$ cat src/rtl/fpu_pkg.sv
// Shared types and helpers for the shared-fadd arbiter: float field layout,
// arbiter FSM states and tag width.
package fpu_pkg;

  typedef struct packed {
    logic [7:0] sign_w;
    logic [7:0] exp_w;
    logic [7:0] man_w;
  } fp_fmt_t;

  typedef enum logic [1:0] {
    RUN   = 2'd0,
    DRAIN = 2'd1,
    DONE  = 2'd2
  } arb_state_t;

  function automatic fp_fmt_t fp_fmt(input int n);
    fp_fmt_t f;
    f.sign_w = 8'd1;
    if (n == 64) begin
      f.exp_w = 8'd11;
      f.man_w = 8'd52;
    end else begin
      f.exp_w = 8'd8;
      f.man_w = 8'd23;
    end
    return f;
  endfunction

  // Requester tag width; never zero so a 1-bit tag survives NREQ=1 elaboration.
  function automatic int tag_w(input int nreq);
    return (nreq > 1) ? $clog2(nreq) : 1;
  endfunction

endpackage

$ cat src/rtl/fadd_arbiter_if.sv
// Requester, fadd and control signals of the shared-fadd arbiter.
// slave is the arbiter's view, master is the clients/adder/control side.
interface fadd_arbiter_if #(
  parameter int N    = 32,
  parameter int NREQ = 4
);
  logic [NREQ-1:0]         req_valid;
  logic [NREQ-1:0]         req_ready;
  logic [NREQ-1:0][N-1:0]  req_a;
  logic [NREQ-1:0][N-1:0]  req_b;
  logic                    fa_vld;
  logic [N-1:0]            fa_a;
  logic [N-1:0]            fa_b;
  logic [N-1:0]            fa_res;
  logic [NREQ-1:0]         rsp_valid;
  logic [N-1:0]            rsp_data;
  logic                    flush;
  logic                    flush_done;
  logic                    busy;

  modport slave (
    input  req_valid, req_a, req_b, fa_res, flush,
    output req_ready, fa_vld, fa_a, fa_b, rsp_valid, rsp_data, flush_done, busy
  );

  modport master (
    output req_valid, req_a, req_b, fa_res, flush,
    input  req_ready, fa_vld, fa_a, fa_b, rsp_valid, rsp_data, flush_done, busy
  );
endinterface

$ cat src/rtl/rr_arbiter.sv
// Round-robin picker: one-hot grant searching upward from ptr, plus the pointer after a grant.
// Purely combinational; zero latency, no backpressure of its own.
module rr_arbiter import fpu_pkg::*; #(
  parameter  int NREQ = 4,
  localparam int TW   = tag_w(NREQ)
) (
  input  logic [NREQ-1:0] req,
  input  logic [TW-1:0]   ptr,
  output logic [NREQ-1:0] grant,
  output logic [TW-1:0]   grant_idx,
  output logic [TW-1:0]   next_ptr
);

  logic          found;
  logic [TW-1:0] idx;

  always_comb begin
    grant     = '0;
    grant_idx = '0;
    next_ptr  = ptr;
    found     = 1'b0;
    idx       = '0;
    for (int i = 0; i < NREQ; i++) begin
      idx = TW'((int'(ptr) + i) % NREQ);
      if (!found && req[idx]) begin
        found      = 1'b1;
        grant[idx] = 1'b1;
        grant_idx  = idx;
        next_ptr   = TW'((int'(idx) + 1) % NREQ);
      end
    end
  end

endmodule

$ cat src/rtl/fadd_arbiter.sv
// Shares one pipelined fadd among NREQ requesters; result returns LAT+1 edges after the handshake.
// Grants are withheld during flush/drain; responses cannot be backpressured. FADD_ARB_STATS_EN adds stat_issued.
module fadd_arbiter import fpu_pkg::*; #(
  parameter int N    = 32,
  parameter int NREQ = 4,
  parameter int LAT  = 4
) (
  input  logic              clk,
  input  logic              rst_n,
  fadd_arbiter_if.slave     bus
`ifdef FADD_ARB_STATS_EN
  ,
  output logic [31:0]       stat_issued
`endif
);

  localparam int TW = tag_w(NREQ);
  localparam int CW = $clog2(LAT + 2);

  arb_state_t state, state_nx;
  logic                   grant_en;
  logic [TW-1:0]          ptr, ptr_nx, grant_idx;
  logic [NREQ-1:0]        grant, ready;
  logic                   hs;
  logic [CW-1:0]          cnt;
  logic                   fa_vld_q;
  logic [TW-1:0]          fa_tag_q;
  logic [N-1:0]           fa_a_q, fa_b_q;
  logic [LAT-1:0]         pipe_vld;
  logic [LAT-1:0][TW-1:0] pipe_tag;
  logic                   rsp_evt;
  logic [NREQ-1:0]        rsp_valid_q;
  logic [N-1:0]           rsp_data_q;

  rr_arbiter #(.NREQ(NREQ)) u_rr (
    .req       (bus.req_valid),
    .ptr       (ptr),
    .grant     (grant),
    .grant_idx (grant_idx),
    .next_ptr  (ptr_nx)
  );

  always_ff @(posedge clk or negedge rst_n) begin
    if (!rst_n) state <= RUN;
    else        state <= state_nx;
  end

  always_comb begin
    state_nx = state;
    grant_en = 1'b0;
    unique case (state)
      RUN: begin
        grant_en = ~bus.flush;
        if (bus.flush) state_nx = DRAIN;
      end
      // flush level is deliberately ignored here: a started drain always completes.
      DRAIN: if (cnt == '0) state_nx = DONE;
      DONE:  if (!bus.flush) state_nx = RUN;
      default: state_nx = RUN;
    endcase
  end

  // Gating with rst_n keeps req_ready low while reset is held, not just after the first edge.
  assign ready   = (grant_en && rst_n) ? grant : '0;
  assign hs      = |ready;
  assign rsp_evt = pipe_vld[LAT-1];

  always_ff @(posedge clk or negedge rst_n) begin
    if (!rst_n) begin
      ptr      <= '0;
      cnt      <= '0;
      fa_vld_q <= 1'b0;
      fa_tag_q <= '0;
      fa_a_q   <= '0;
      fa_b_q   <= '0;
    end else begin
      fa_vld_q <= hs;
      if (hs) begin
        ptr      <= ptr_nx;
        fa_tag_q <= grant_idx;
        fa_a_q   <= bus.req_a[grant_idx];
        fa_b_q   <= bus.req_b[grant_idx];
      end
      if (hs && !rsp_evt)      cnt <= cnt + CW'(1);
      else if (!hs && rsp_evt) cnt <= cnt - CW'(1);
    end
  end

  // Tag stage s holds the issue that the adder's stage s is working on.
  always_ff @(posedge clk or negedge rst_n) begin
    if (!rst_n) begin
      pipe_vld    <= '0;
      pipe_tag    <= '0;
      rsp_valid_q <= '0;
      rsp_data_q  <= '0;
    end else begin
      pipe_vld[0] <= fa_vld_q;
      pipe_tag[0] <= fa_tag_q;
      for (int s = 1; s < LAT; s++) begin
        pipe_vld[s] <= pipe_vld[s-1];
        pipe_tag[s] <= pipe_tag[s-1];
      end
      rsp_valid_q <= rsp_evt ? (NREQ'(1) << pipe_tag[LAT-1]) : '0;
      if (rsp_evt) rsp_data_q <= bus.fa_res;
    end
  end

`ifdef FADD_ARB_STATS_EN
  always_ff @(posedge clk or negedge rst_n) begin
    if (!rst_n)                                   stat_issued <= '0;
    else if (state == DRAIN && state_nx == DONE)  stat_issued <= '0;
    else if (hs && stat_issued != 32'hFFFF_FFFF)  stat_issued <= stat_issued + 32'd1;
  end
`endif

  assign bus.req_ready  = ready;
  assign bus.fa_vld     = fa_vld_q;
  assign bus.fa_a       = fa_a_q;
  assign bus.fa_b       = fa_b_q;
  assign bus.rsp_valid  = rsp_valid_q;
  assign bus.rsp_data   = rsp_data_q;
  assign bus.flush_done = (state == DONE) && bus.flush;
  assign bus.busy       = (cnt != '0);

endmodule
$ cat src/flat_wrapper.sv
// flat-port wrapper written by rule: the top's interface ports become plain ports
module fadd_arbiter_flat import fpu_pkg::*;
#(
  parameter int N    = 32,
  parameter int NREQ = 4,
  parameter int LAT  = 4
)
  (clk, rst_n, bus_req_valid, bus_req_a, bus_req_b, bus_fa_res, bus_flush, bus_req_ready, bus_fa_vld, bus_fa_a, bus_fa_b, bus_rsp_valid, bus_rsp_data, bus_flush_done, bus_busy);
  fadd_arbiter_if #(.N(N), .NREQ(NREQ)) bus_i ();
  input  logic clk;
  input  logic rst_n;
  input wire logic [$bits(bus_i.req_valid)-1:0] bus_req_valid;
  input wire logic [$bits(bus_i.req_a)-1:0] bus_req_a;
  input wire logic [$bits(bus_i.req_b)-1:0] bus_req_b;
  input wire logic [$bits(bus_i.fa_res)-1:0] bus_fa_res;
  input wire logic [$bits(bus_i.flush)-1:0] bus_flush;
  output wire logic [$bits(bus_i.req_ready)-1:0] bus_req_ready;
  output wire logic [$bits(bus_i.fa_vld)-1:0] bus_fa_vld;
  output wire logic [$bits(bus_i.fa_a)-1:0] bus_fa_a;
  output wire logic [$bits(bus_i.fa_b)-1:0] bus_fa_b;
  output wire logic [$bits(bus_i.rsp_valid)-1:0] bus_rsp_valid;
  output wire logic [$bits(bus_i.rsp_data)-1:0] bus_rsp_data;
  output wire logic [$bits(bus_i.flush_done)-1:0] bus_flush_done;
  output wire logic [$bits(bus_i.busy)-1:0] bus_busy;
  assign bus_i.req_valid = bus_req_valid;
  assign bus_i.req_a = bus_req_a;
  assign bus_i.req_b = bus_req_b;
  assign bus_i.fa_res = bus_fa_res;
  assign bus_i.flush = bus_flush;
  assign bus_req_ready = bus_i.req_ready;
  assign bus_fa_vld = bus_i.fa_vld;
  assign bus_fa_a = bus_i.fa_a;
  assign bus_fa_b = bus_i.fa_b;
  assign bus_rsp_valid = bus_i.rsp_valid;
  assign bus_rsp_data = bus_i.rsp_data;
  assign bus_flush_done = bus_i.flush_done;
  assign bus_busy = bus_i.busy;
  fadd_arbiter #(.N(N), .NREQ(NREQ), .LAT(LAT)) u_core (.clk(clk), .rst_n(rst_n), .bus(bus_i));
endmodule
$ cat config.mk
export PLATFORM = sky130hd
export DESIGN_NAME = fadd_arbiter_flat
export DESIGN_NICKNAME = d
export VERILOG_FILES = /design/src/rtl/fpu_pkg.sv /design/src/rtl/fadd_arbiter_if.sv /design/src/rtl/rr_arbiter.sv /design/src/rtl/fadd_arbiter.sv /design/src/flat_wrapper.sv
export SDC_FILE = /design/constraint.sdc
export NUM_CORES = 1
export LEC_CHECK = 0
export ABC_AREA = 0
export ABC_CLOCK_PERIOD_IN_PS = 5850
export CAP_MARGIN = 20
export CORE_MARGIN = 8
export CORE_UTILIZATION = 45
export DETAILED_ROUTE_END_ITERATION = 10
export GPL_TIMING_DRIVEN = 0
export PLACE_DENSITY = 0.78
export SLEW_MARGIN = 20
export SYNTH_ARGS = -nofsm -noshare
export SYNTH_HDL_FRONTEND = slang
export SYNTH_SLANG_ARGS = --single-unit
export TNS_END_PERCENT = 30
$ cat constraint.sdc
create_clock -name clk -period 5.85 [get_ports clk]
set_clock_uncertainty 0.05 [all_clocks]
set_input_delay 0.585 -clock clk [delete_from_list [all_inputs] [get_ports clk]]
set_output_delay 0.585 -clock clk [all_outputs]
set_load 0.1 [all_outputs]
# After elaboration in Yosys (flattened, before gate mapping)
# Index checks and enable logic that the tools add are counted.
# word_totals
word_cells	109
in_bits	295
regBits	122
# op_classes
reduce_logical	24
n_shift	1
order_cmp	9
bitwise	4
eq_ne	5
addsub	8
muxes	44
# ops
op	count
$bmux W32 S2	2
$mux W32	2
$mux W4	6
$mux W2	11
$lt A2 B3 Y1 const B	5
$mux W1	12
$or A4 B4 Y4	3
$logic_and A1 B1 Y1	11
$add A2 B1 Y2 const B	4
$bmux W1 S2	4
$demux W1 S2	4
$ge A2 B1 Y1 const B	4
$mux W3	2
$pmux W2 S3	1
$logic_not A1 Y1	5
$add A2 B2 Y2 const B	2
$ne A2 B2 Y1 const B	2
$reduce_bool A4 Y1	1
$reduce_or A4 Y1	1
$shl A1 B2 Y4 const A	1
$add A3 B1 Y3 const B	1
$logic_not A3 Y1	1
$reduce_and A3 Y1	1
$reduce_bool A3 Y1	1
other kinds (8)	8

# Logic depth before layout (Yosys ltp)
# Gate-level depths: netlist of run 1.
# logic_depth
ltp_word	18
depth_mapped	20

# Hierarchy
# Synthesis of run 1 repeated with hierarchy kept, for this count alone.
# unflattened
hier_cells	404
hier_area_um2	6596.3
# by_module_without_submodules
module	cells_each	seq_area_each_um2	instances	area_each_um2
fadd_arbiter	339	3052.9	1	6027.0
rr_arbiter	65	0.0	1	569.3

# Worst setup path after synthesis of run 1
# OpenSTA, ideal clock, no wires.
# synth_timing
path_kind	reg-to-output
startpoint	reg u_core.ptr[0]
endpoint	out bus_req_ready[0]
stages_incl_launch_ff	12
path_buffers	4
path_slack_ns	0.854
required_ns	5.215
t_arrival_ns	4.361
cell_sequence	dfrtp_1 -> inv_2 -> buf_1 -> clkbuf_1 -> clkbuf_1 -> ha_1 -> buf_6 -> mux2_4 -> mux2i_4 -> o211ai_1 -> a32o_1 -> a21oi_1
# synth_via
elab_chain_cells	13
elab_cells_between_ends	48
cone_classes	add/sub (3); order compare (8); mux (24); bitwise (3); reduce/logical (10)
# synth_lines
item	line	text
start: declaration	fadd_arbiter.sv:22	logic [TW-1:0] ptr, ptr_nx, grant_idx;
start signal: assignment	fadd_arbiter.sv:79	ptr <= ptr_nx;
parallel branches: the longest is 11 deep, another holds $lt A2 B3 Y1	-	
$mux W4 (*)	rr_arbiter.sv:25	if (!found && req[idx]) begin
$mux W4 (*)	fadd_arbiter.sv:64	assign ready = (grant_en && rst_n) ? grant : '0;
end: declaration	flat_wrapper.sv:17	output wire logic [$bits(bus_i.req_ready)-1:0] bus_req_ready;
# Every way passes the cells marked *. The select of a mux whose other input is x is not followed.

# Worst setup path after layout of run 1
# Ends and elaborated chain as after synthesis.

==> results.txt, run 1 <==
----------------------------------------------------
[Run status]
  Run status ... finished, final reports clean

[Pwr]
  VDD IR max ... approximately 0.00043 V
  Design Power ... 10.2 mW
  Power per cell area ... about 670 mW/mm^2
  LEAKAGE ... 6.32 nW

[Route]
  Number of DRC markers after the initial detailed-route iteration ... 789
  Wire length reported by the detailed router ... ~45,000 um
  Vias per cell ... 5.94
  Number of detailed-route iterations in the first pass ... 5
  Routed WL per cell ... 23.0 um
  Via count of the routed design ... 11,600
  Number of remaining DRC errors ... 0
  Post-route ant nets ... 0

[Yosys]
  Number of enable flip-flop cells after synthesis ... 0
  Ranking of synthesized cells by area ... dfrtp_1 (29%), o221ai_1 (11%), mux2_2 (11%), nand2_1 (9.8%), nand3b_1 (9.2%)
  Net Count, Synth ... roughly 1,500
  Dominant cell type by area after synthesis ... dfrtp_1
  Number of warning messages in the yosys log ... 0
  Share of Yosys cell area claimed by the top area cell type ... 0.293
  Leading register cell type out of synthesis ... dfrtp_1
  Avg Synthesized Cell Area ... 8.42 um^2
  Async set or reset register ratio after synthesis ... 1.00
  Area of the mapped netlist ... 0.0104 mm^2
  Post-synthesis cell count ... 1,236
  Proportion of synthesized chip area in sequential cells ... 0.293
  Register bit count reported by yosys ... approximately 120
  Cell variety after synth ... 55

[Finish]
  Nets ... 1,960
  Fraction of layout instances using a drive strength above 1 ... 0.203
  Most common library cell in the layout ignoring fill and taps ... clkdlybuf4s50_1
  Fill cells ... 1,890
  Leading cell types in the layout, fill and taps excluded ... clkdlybuf4s50_1 (396), nand2_1 (271), o21ai_0 (132)
  Layout area overhead ... 47.8%
  Final design instance area without fill ... 0.0154 mm^2

[Die]
  Initial Util ... 0.460
  Die span in y ... 168 um
  Standard cell core area ... 0.0226 mm^2
  Die span in x ... 168 um
  Number of cell rows ... 55
  Die ar. ... about 0.028 mm^2
  Io pins ... about 400

[Placed design]
  DP HPWL ... approximately 35,000 um
  IO Port Bufs ... between 400 and 500
  Cell area after placement ... 0.0148 mm^2
  Placement Setup Slack ... -0.272 ns
  RD Place Congestion ... roughly 0.92

[STA]
  Worst slew margin relative to its limit ... 0.276
  Total count of max-transition violations in the final report ... 0
  Maximum clock rate ... 186 MHz
  Min Clock Period, post-route ... 5.38 ns
  Worst hold slack ... approximately 0.017 ns
  Total of endpoints with negative setup slack in the final report ... 0
  Share of the clock period used by the worst path ... 0.920
  RSZ-0062 raised after global routing ... false
  Worst-margin pin slew ... ~1.1 ns
  Fin. Hold Viols ... 0
  Post-route setup TNS ... 0 ns
  Least setup slack across all paths after layout ... 0.468 ns

[Worst hold path]
  Path class of the lowest-slack min-delay path ... input pin to async pin

[GRT]
  GRT Total Usage ... 0.310
  First-pass GRT wire length ... 68,600 um
  Initial antenna violation count ... 4
  Grt total ovfl ... 0
  Largest net degree at the start of global routing ... 81
  Vias in the first global route ... 11,700

[Worst setup path]
  Kind of launch point of the worst setup path ... flop
  Biggest fanout along the worst timing path ... 21
  Sort of element at the end of the critical path ... primary output
  Critical path data required time ... 5.22 ns
  Worst setup path class ... flop to primary output
  Arrival time at the worst endpoint ... 4.75 ns

[Job]
  Number of max-cap violations ... 0

[Clocking]
  Clock Path Buffers ... 2
  Clock sink count ... around 120
  Number of levels in the clock H-tree ... 4
  CTS tree ... done
  Number of buffers inserted during clock tree synthesis ... 17
  Number of setup buffers added after CTS ... 0
  Clock root cell ... clkbuf_16
  Worst skew pair latency ... 0.44 ns
  Number of hold buffers added after cts ... 0
  Clock slew seen by the registers of the worst setup and hold paths ... 0.07 ns

----------------------------------------------------
-- state kept, by name (all words and copies together), names as in the netlist --
register              flops
u_core.bus.rsp_valid      4
u_core.state              2
u_core.bus.fa_a          32
u_core.bus.fa_b          32
u_core.pipe_vld           4
u_core.ptr                2
u_core.pipe_tag           8
u_core.cnt                3
u_core.bus.fa_vld         1
u_core.fa_tag_q           2
u_core.bus.rsp_data      32
-- stage by stage --
step	std cells	util
after floorplan	1236	-
after global placement	1922	0.653
after detailed placement	1923	0.654
after CTS	1955	0.679
after global routing	1955	0.679
final	1955	0.679
-- critical path, cell delays in order (launching register included) --
cell	delay (ns)
dfrtp_1	0.45
inv_2	0.19
buf_1	0.52
clkbuf_2	0.60
ha_1	0.35
buf_6	0.15
mux2_4	0.33
mux2i_4	0.36
o211ai_1	0.19
a32o_1	0.32
a21oi_1	0.25
clkdlybuf4s15_2	0.61
-- power by group --
part	total, mW	internal (mW)	switching [mW]	leakage [nW]
Clock	1.05	0.566	0.486	0.270
Sequential	1.45	1.21	0.243	1.53
Combinational	7.74	2.52	5.21	4.52
Total	10.2	4.30	5.94	6.32
-- worst paths after layout --
kind	start	end	slack, ns	cells past startpoint
worst max-delay path	u_core.ptr[0]	bus_req_ready[0]	0.47	11
worst min-delay path	rst_n	u_core.bus.rsp_data[4]	0.02	1
worst max register to register	u_core.ptr[0]	u_core.cnt[2]	0.56	19
worst min register to register	u_core.pipe_vld[1]	u_core.pipe_vld[2]	0.29	0
max in group asynchronous	rst_n	u_core.bus.fa_a[7]	4.96	2
min in group clk	u_core.pipe_vld[1]	u_core.pipe_vld[2]	0.29	0
-- synth_stat cells (3+ instances only) --
master and count:
o221ai_1 128, o21ai_2 61, nand2_2 61, o21ai_0 132
inv_1 8, o22ai_1 3, nand2_1 271, buf_1 4
buf_12 7, buf_2 46, mux2_2 99, nor2_1 19
o21ai_1 6, ha_1 8, buf_6 9, mux2_4 4
dfrtp_1 122, mux2i_1 7, a21oi_1 7, clkbuf_1 62
nand3b_1 128, and3_1 5
-- kinds of logic after synthesis --
kind of cell    after synthesis  synth area share
simple gates                496             0.245
compound gates              353             0.247
buf+inv                     139            0.0732
flops                       122             0.293
mux                         113             0.126
fa+ha+maj                     9            0.0115
xor+xnor                      4           0.00337
-- metal layers --
metal / track usage / wire, um
met5: 0 / 34
met2: 0.519 / 21400
met3: 0.0898 / 4060
met4: 0.149 / 1990
met1: 0.361 / 17600
-- final cells by class --
cell class | count | area (um^2) | area share
clock buffers | 17 | 425 | 0.0277
well taps | 285 | 357 | 0.0232
clock inverters | 15 | 146 | 0.00952
multi-input cells | 975 | 6590 | 0.428
plain buffers | 128 | 722 | 0.0469
repair buffers | 402 | 4050 | 0.263
flip-flops and latches | 122 | 3050 | 0.199
diodes | 1 | 2.50 | 0.000163
inverters | 10 | 37.5 | 0.00244
-- repair_timing --
action	CTS	global route
gates resized for setup	13	0
pin swaps	0	0
setup endpoints to repair	6	4
(Power assumes the default switching activity.)
==> inputs of run 2 (changes only) <==
--- a/config.mk
+++ b/config.mk
@@ -17,4 +17,4 @@
 export SYNTH_ARGS = -nofsm -noshare
 export SYNTH_HDL_FRONTEND = slang
 export SYNTH_SLANG_ARGS = --single-unit
-export TNS_END_PERCENT = 30
+export TNS_END_PERCENT = 20
==> results of run 2 <==
Final layout, timing and power as in run 1 (identical DEF).
